## src/rtl/symm_sub_ctrl.sv

```systemverilog
// rtl/symm_sub_ctrl.sv - round-robin burst controller sharing one subtractor between two requesters
module symm_sub_ctrl #(
    parameter int CW = 4
) (
    input  logic          clk_ctl,
    input  logic          rstn_ctl,
    input  logic          req_a,
    input  logic          req_b,
    input  logic [CW-1:0] cnt_a,
    input  logic [CW-1:0] cnt_b,
    output logic          gnt_a,
    output logic          gnt_b,
    output logic          en_sub,
    output logic          sel_sub,
    output logic [CW-1:0] idx_sub,
    output logic          vld_a,
    output logic          vld_b,
    output logic          done_a,
    output logic          done_b,
    output logic          busy
);

    typedef enum logic [1:0] {
        ST_IDLE  = 2'd0,
        ST_RUN   = 2'd1,
        ST_DRAIN = 2'd2
    } state_t;

    localparam logic [CW-1:0] ONE = {{(CW-1){1'b0}}, 1'b1};

    state_t        state_q;
    state_t        state_n;

    // Burst context latched at the IDLE decision; sel_q = 1 means B owns the burst.
    logic          sel_q;
    logic [CW-1:0] cnt_q;
    logic [CW-1:0] idx_q;
    logic          last_b_q;
    logic          vld_a_q;
    logic          vld_b_q;

    logic          any_req;
    logic          win_b;
    logic          idx_last;

    assign any_req  = req_a | req_b;
    // On a tie the requester not served last wins; a lone request always wins.
    assign win_b    = (req_a & req_b) ? ~last_b_q : req_b;
    // cnt_q == 0 encodes 2^CW, so cnt_q - 1 wraps to all-ones as the final index.
    assign idx_last = (idx_q == (cnt_q - ONE));

    // State register with synchronous active-low reset.
    always_ff @(posedge clk_ctl) begin
        if (!rstn_ctl) begin
            state_q <= ST_IDLE;
        end else begin
            state_q <= state_n;
        end
    end

    // Next-state decision: IDLE arbitrates, RUN counts ops, DRAIN lasts one cycle.
    always_comb begin
        state_n = state_q;
        case (state_q)
            ST_IDLE: begin
                if (any_req) begin
                    state_n = ST_RUN;
                end
            end
            ST_RUN: begin
                if (idx_last) begin
                    state_n = ST_DRAIN;
                end
            end
            ST_DRAIN: begin
                state_n = ST_IDLE;
            end
            default: begin
                state_n = ST_IDLE;
            end
        endcase
    end

    // Burst context, op index, round-robin history and the one-cycle result-valid delay.
    always_ff @(posedge clk_ctl) begin
        if (!rstn_ctl) begin
            sel_q    <= 1'b0;
            cnt_q    <= '0;
            idx_q    <= '0;
            last_b_q <= 1'b1;
            vld_a_q  <= 1'b0;
            vld_b_q  <= 1'b0;
        end else begin
            vld_a_q <= en_sub & ~sel_q;
            vld_b_q <= en_sub & sel_q;
            if (state_q == ST_IDLE) begin
                if (any_req) begin
                    sel_q    <= win_b;
                    cnt_q    <= win_b ? cnt_b : cnt_a;
                    idx_q    <= '0;
                    last_b_q <= win_b;
                end
            end else if (state_q == ST_RUN) begin
                idx_q <= idx_q + ONE;
            end
        end
    end

    // Moore outputs decoded from the registered state and the latched owner.
    always_comb begin
        gnt_a   = 1'b0;
        gnt_b   = 1'b0;
        en_sub  = 1'b0;
        sel_sub = 1'b0;
        idx_sub = '0;
        done_a  = 1'b0;
        done_b  = 1'b0;
        busy    = 1'b0;
        case (state_q)
            ST_RUN: begin
                busy    = 1'b1;
                gnt_a   = ~sel_q;
                gnt_b   = sel_q;
                sel_sub = sel_q;
                en_sub  = 1'b1;
                idx_sub = idx_q;
            end
            ST_DRAIN: begin
                busy    = 1'b1;
                gnt_a   = ~sel_q;
                gnt_b   = sel_q;
                sel_sub = sel_q;
                done_a  = ~sel_q;
                done_b  = sel_q;
            end
            default: begin
                busy = 1'b0;
            end
        endcase
    end

    assign vld_a = vld_a_q;
    assign vld_b = vld_b_q;

endmodule

```

## config.mk

```make
export PLATFORM = sky130hd
export DESIGN_NAME = symm_sub_ctrl
export DESIGN_NICKNAME = d
export VERILOG_FILES = /design/src/rtl/symm_sub_ctrl.sv
export SDC_FILE = /design/constraint.sdc
export NUM_CORES = 1
export LEC_CHECK = 0
export ABC_AREA = 1
export BUFFER_PORTS_ARGS = -buffer_cell sky130_fd_sc_hd__clkbuf_2
export CORE_ASPECT_RATIO = 2
export CORE_MARGIN = 4
export CORE_UTILIZATION = 29
export DETAILED_ROUTE_END_ITERATION = 16
export HOLD_SLACK_MARGIN = 0.02
export PLACE_DENSITY = 0.57
export SYNTH_ARGS = -nofsm -noshare
export SYNTH_HDL_FRONTEND = slang
export SYNTH_SLANG_ARGS = --single-unit
```

## constraint.sdc

```tcl
create_clock -name clk_ctl -period 1.3 [get_ports clk_ctl]
set_input_delay 0.13 -clock clk_ctl [delete_from_list [all_inputs] [get_ports clk_ctl]]
set_output_delay 0.13 -clock clk_ctl [all_outputs]
set_load 0.01 [all_outputs]
```

# ---- Yosys cells after proc, flatten, opt, wreduce, memory -nomap -nowiden
# Index checks and enable logic that the tools add are counted.
dict set report totals {
  regBits 14
  rom_bits 0
  out_inout_bits 13
  latch_bits 0
  word_cells 41
  inputBits 12
  ram_bits 0
  mem_count 0
}
dict set report op_classes {
  multipliers 0
  muxes 15
  n_addsub 2
  div_mod_pow 0
  n_bitwise 6
  reduce_logical 6
  shift 0
  eq_ne 5
  magnitude_cmp 0
}
# cell count
set op_table {}
lappend op_table {{2-to-1 mux 4 bit} 5}
lappend op_table {{2-to-1 mux 1 bit} 7}
lappend op_table {{AND reduction 2 bit} 3}
lappend op_table {{adder 4 x 1 -> 4 bit, second input constant} 1}
lappend op_table {{== test 4 bit} 1}
lappend op_table {{2-to-1 mux 2 bit} 2}
lappend op_table {{!= test 2 bit, second input constant} 2}
lappend op_table {{case mux 2 bit (2 select lines)} 1}
lappend op_table {{subtractor 4 x 1 -> 4 bit, second input constant} 1}
lappend op_table {{bitwise AND 1 bit} 3}
lappend op_table {{== test 2 x 1 -> 1 bit, second input constant} 1}
lappend op_table {{== test 2 bit, second input constant} 1}
lappend op_table {{zero test 2 bit} 1}
lappend op_table {{NOT 1 bit} 2}
lappend op_table {{nonzero test 2 bit} 1}
lappend op_table {{OR reduction 2 bit} 1}
lappend op_table {{OR 1 bit} 1}

# ---- Depth between registers and ports, before layout
dict set report logic_depth {
  ltp_word 4
  depth_mapped 12
  depth_no_buf 12
}

# ---- Worst setup path before layout
# OpenSTA, ideal clock, no wires.
dict set report synth_path {
  path_kind {register -> register}
  startpoint {register cnt_q[0]}
  endpoint {register state_q[0]}
  slack_ns -0.074
  setup_ns 0.120
  period_less_slack_ns 1.374
  t_arrival_ns 1.253
  required_time_ns 1.180
  stages_incl_launch_ff 13
  cell_sequence {dfxtp_1 > inv_1 > ha_1 > nand2_1 > inv_1 > nor2_1 > nand2_1 > nor2_1 > nand2_1 > nand2_2 > nand2_2 > nand2_2 > a21oi_2}
}
dict set report synth_between {
  elab_chain_len 4
}
# element line_no
set synth_lines {}
lappend synth_lines {{start, declared} 36} ;# logic [CW-1:0] cnt_q;
lappend synth_lines {{start signal, assigned} 99} ;# cnt_q <= win_b ? cnt_b : cnt_a;
lappend synth_lines {{subtractor 4 x 1 -> 4 bit} 50} ;# assign idx_last = (idx_q == (cnt_q - ONE));
lappend synth_lines {{== test 4 bit} 50}
lappend synth_lines {{!= test 2 bit (no source line)} n/a}
lappend synth_lines {{AND reduction 2 bit (no source line)} n/a}
lappend synth_lines {{end signal, assigned} 57} ;# state_q <= state_n;
lappend synth_lines {{end, declared} 31} ;# state_t state_q;
# Every way passes these cells.
# A chain may end at the register's enable or synchronous reset.

# ---- Worst setup path after layout
dict set report layout_path {
  startpoint {register state_q[0]}
  endpoint {output idx_sub[1]}
}
dict set report layout_between {
  elab_chain_len 2
}
# element line_no
set layout_lines {}
lappend layout_lines {{== test 2 x 1 -> 1 bit} 119} ;# case (state_q)
lappend layout_lines {{2-to-1 mux 4 bit} 119}
lappend layout_lines {{end, declared} 15} ;# output logic [CW-1:0] idx_sub,
# Every way passes these cells.

==> impl_metrics.csv <==
group,metric,value,unit
worst_hold_path,hp-class,"in2reg",
pwr,vdd.ir_drop.worst,0.832,mV
synthesis,yosysWarnings,0,
timing,min_period,1.32,ns
cts,clk_latency,0.24,ns
synthesis,seq_area_frac_synth,0.324,
die,start_util,0.308,
timing,fmax,756,MHz
pwr,p_per_area,1360,nW/um^2
run,max_cap_violations,0,
placement,post_dp_cell_area,1080,um^2
synthesis,ys_ff_latch,14,
grt,grt_usage,0.127,
die,die_y,85.2,um
placement,gp_congestion,0.761,
setup_path,cpMaxStageDelayCell,"dfxtp_2",
die,rows,27,
routing,post_drt_wl_per_cell,11.2,um
placement,dp_hpwl,1790,um
cts,cts-buffers-inserted,3,
setup_path,worstSetupPathType,"reg2out",
cts,clock-root-buffer,"clkbuf_8",
die,dieArea,3970,um^2
setup_path,worstPathMaxFanout,7,
cts,cts_tree,"yes",
grt,grt_pass1_wl,3820,um
timing,setup_viol,5,
timing,maxSlewViolCount,0,
setup_path,worstPathCellList,"buf_4 -> ha_4 -> buf_6 -> nand2_1 -> inv_1 -> clkbuf_2",
timing,tightestPinTransition,0.274,ns
setup_path,r2r_slack,-0.01,ns
setup_path,r2r-end,"state_q[0]$_SDFFE_PN0P_",
synthesis,syn-cell-area,865,um^2
final_layout,area_growth,43.0,%
routing,vias,938,
timing,slew_headroom,0.817,
synthesis,syn_inst,135,
synthesis,synth.distinct_cells,18,
timing,finalHoldViolCount,0,
placement,place_inst,195,
final_layout,nets,191,
cts,htree_levels,1,
cts,path_clk_slew,0.05,ns
setup_path,crit-reg2reg-launch,"cnt_q[1]$_SDFFE_PN0P_",
cts,cts.sinks,14,
setup_path,max_stage_delay,0.33,ns
outcome,violations,"setup timing",
grt,grt_pass1_vias,933,
grt,grt_max_degree,10,
routing,wirelength,2250,um
final_layout,instances_no_fill,201,
routing,first_pass_iters,5,
setup_path,rr_worst_depth,12,
setup_path,end_kind,"output port",
worst_hold_path,hold_depth,3,
routing,ant_nets,0,
placement,portBuffers,24,
timing,period_share,1.02,
synthesis,syn_nets,152,
grt,overflow,0,
die,ios,25,
worst_hold_path,hold_start,"cnt_b[3]",
die,design.core.area,2800,um^2
grt,antenna_found_initial,0,
final_layout,antenna_cells,0,
routing,drtIter0Drc,18,
final_layout,final_area,1240,um^2
outcome,status,"finished, violations left",
final_layout,drive_gt1_frac,0.395,
worst_hold_path,hold_end,"cnt_q[3]$_SDFFE_PN0P_",
cts,clk_path_buf_depth,2,
final_layout,mostFrequentLayoutCells,"39 x nand2_1, 19 x clkbuf_2, 18 x inv_1",
routing,drc,0,
timing,postLayoutSetupSlackWorst,-0.0224,ns
final_layout,final_common_cell,"nand2_1",
setup_path,worst-endpoint-arrival,1.19,ns
die,die_w,46.6,um
timing,skew,0.000843,ns
timing,grt_setup_unrepaired,"true",
cts,hold_buffers,0,
synthesis,syn_avg_cell_area,6.40,um^2
setup_path,cp-start-kind,"flip-flop",
pwr,p_leak,0.000640,uW
setup_path,cp.required,1.17,ns
routing,via_per_inst,4.67,
[repair_timing]
item / CTS / global route
setup endpoints to repair: 15 / 18
resized for setup: 9 / 21
setup buffers: 2 / 1
pin swaps: 1 / 4
[critical path, delay by kind of cell, from the launching register on]
kind | cells | cell delay (ns)
DFF | 1 | 0.33
adders and majority gates | 1 | 0.16
buffers and inverters | 4 | 0.42
and+or+nand+nor | 1 | 0.05
[cells in the mapped netlist]
| master | instances | area, um^2 |
|---|---|---|
| nand2_1 | 42 | 158 |
| inv_1 | 25 | 93.8 |
| o21ai_0 | 6 | 30.0 |
| nand2_2 | 3 | 18.8 |
| nor3_1 | 3 | 15.0 |
| nor2_1 | 12 | 45.0 |
| nor2_2 | 1 | 6.26 |
| nand3_1 | 5 | 25.0 |
| a31oi_1 | 4 | 25.0 |
| a21oi_1 | 5 | 25.0 |
| ha_1 | 5 | 62.6 |
| buf_4 | 2 | 15.0 |
| xor2_1 | 2 | 17.5 |
| inv_2 | 2 | 7.51 |
| nor2_4 | 1 | 11.3 |
| a21oi_2 | 2 | 17.5 |
| dfxtp_1 | 14 | 280 |
| buf_6 | 1 | 11.3 |
[per-layer routing]
| metal | vias up | global-route usage | share of wire |
|---|---|---|---|
| li1 | 487 | - | - |
| met2 | 21 | 0.253 | 0.60 |
| met3 | 6 | 0.00637 | 0.045 |
| met4 | 0 | 0.0453 | 0.021 |
| met1 | 424 | 0.122 | 0.33 |
| met5 | - | 0 | 0 |
[worst max-delay path by stage]
stage | slack, ns | from | end | cells past startpoint
final | -0.02 | state_q[0]$_SDFFE_PN0P_ | idx_sub[1] | 6
after detailed placement | -0.07 | state_q[1]$_SDFFE_PN0P_ | idx_q[3]$_SDFFE_PN0P_ | 8
after global placement | -0.02 | state_q[0]$_SDFFE_PN0P_ | idx_q[3]$_SDFFE_PN0P_ | 8
after global routing | -0.14 | cnt_q[0]$_SDFFE_PN0P_ | state_q[0]$_SDFFE_PN0P_ | 11
after floorplan | 0.02 | state_q[1]$_SDFFE_PN0P_ | idx_q[3]$_SDFFE_PN0P_ | 8
after CTS | -0.02 | state_q[0]$_SDFFE_PN0P_ | idx_sub[1] | 6
[metrics by stage]
| step | TNS, ns | total power, uW | utilization | hold slack [ns] | worst slack (ns) |
|---|---|---|---|---|---|
| final | -0.0780 | 1680 | 0.441 | 0.129 | -0.0224 |
| after global routing | -0.688 | 1810 | 0.441 | 0.146 | -0.142 |
| after CTS | -0.116 | 1640 | 0.419 | 0.132 | -0.0218 |
| after detailed placement | -0.171 | 1220 | 0.386 | 0.385 | -0.0728 |
| after global placement | -0.0252 | 1200 | 0.386 | 0.378 | -0.0177 |
| after floorplan | 0 | 993 | - | 0.215 | 0.0159 |
[state kept, by name, summed over array words and instances, names as in the netlist]
signal,cells
cnt_q,4
idx_q,4
last_b_q,1
sel_q,1
state_q,2
vld_a,1
vld_b,1
[kinds of logic after synthesis]
| group | count (synthesis) | share of synthesized area |
|---|---|---|
| adders and majority gates | 5 | 0.0724 |
| and+or+nand+nor | 67 | 0.323 |
| buffers and inverters | 30 | 0.148 |
| AOI/OAI and AO/OA | 17 | 0.113 |
| DFF | 14 | 0.324 |
| xor gates and xnor gates | 2 | 0.0203 |
[where the power goes]
group	internal [uW]	leakage [uW]	total (uW)	switching [uW]
clock	204	0.0000216	345	140
combinational	372	0.000502	787	415
sequential	495	0.000116	552	56.8
total	1070	0.000640	1680	612
[cell type report]
cell class	instances	area, um^2
clock buffer	3	41.3
fill	313	1570
tap	29	36.3
inverter	27	104
sequential	14	285
timing repair buffer	37	248
multi-input combinational	91	522
No activity file was read; power rests on OpenSTA's default activity.
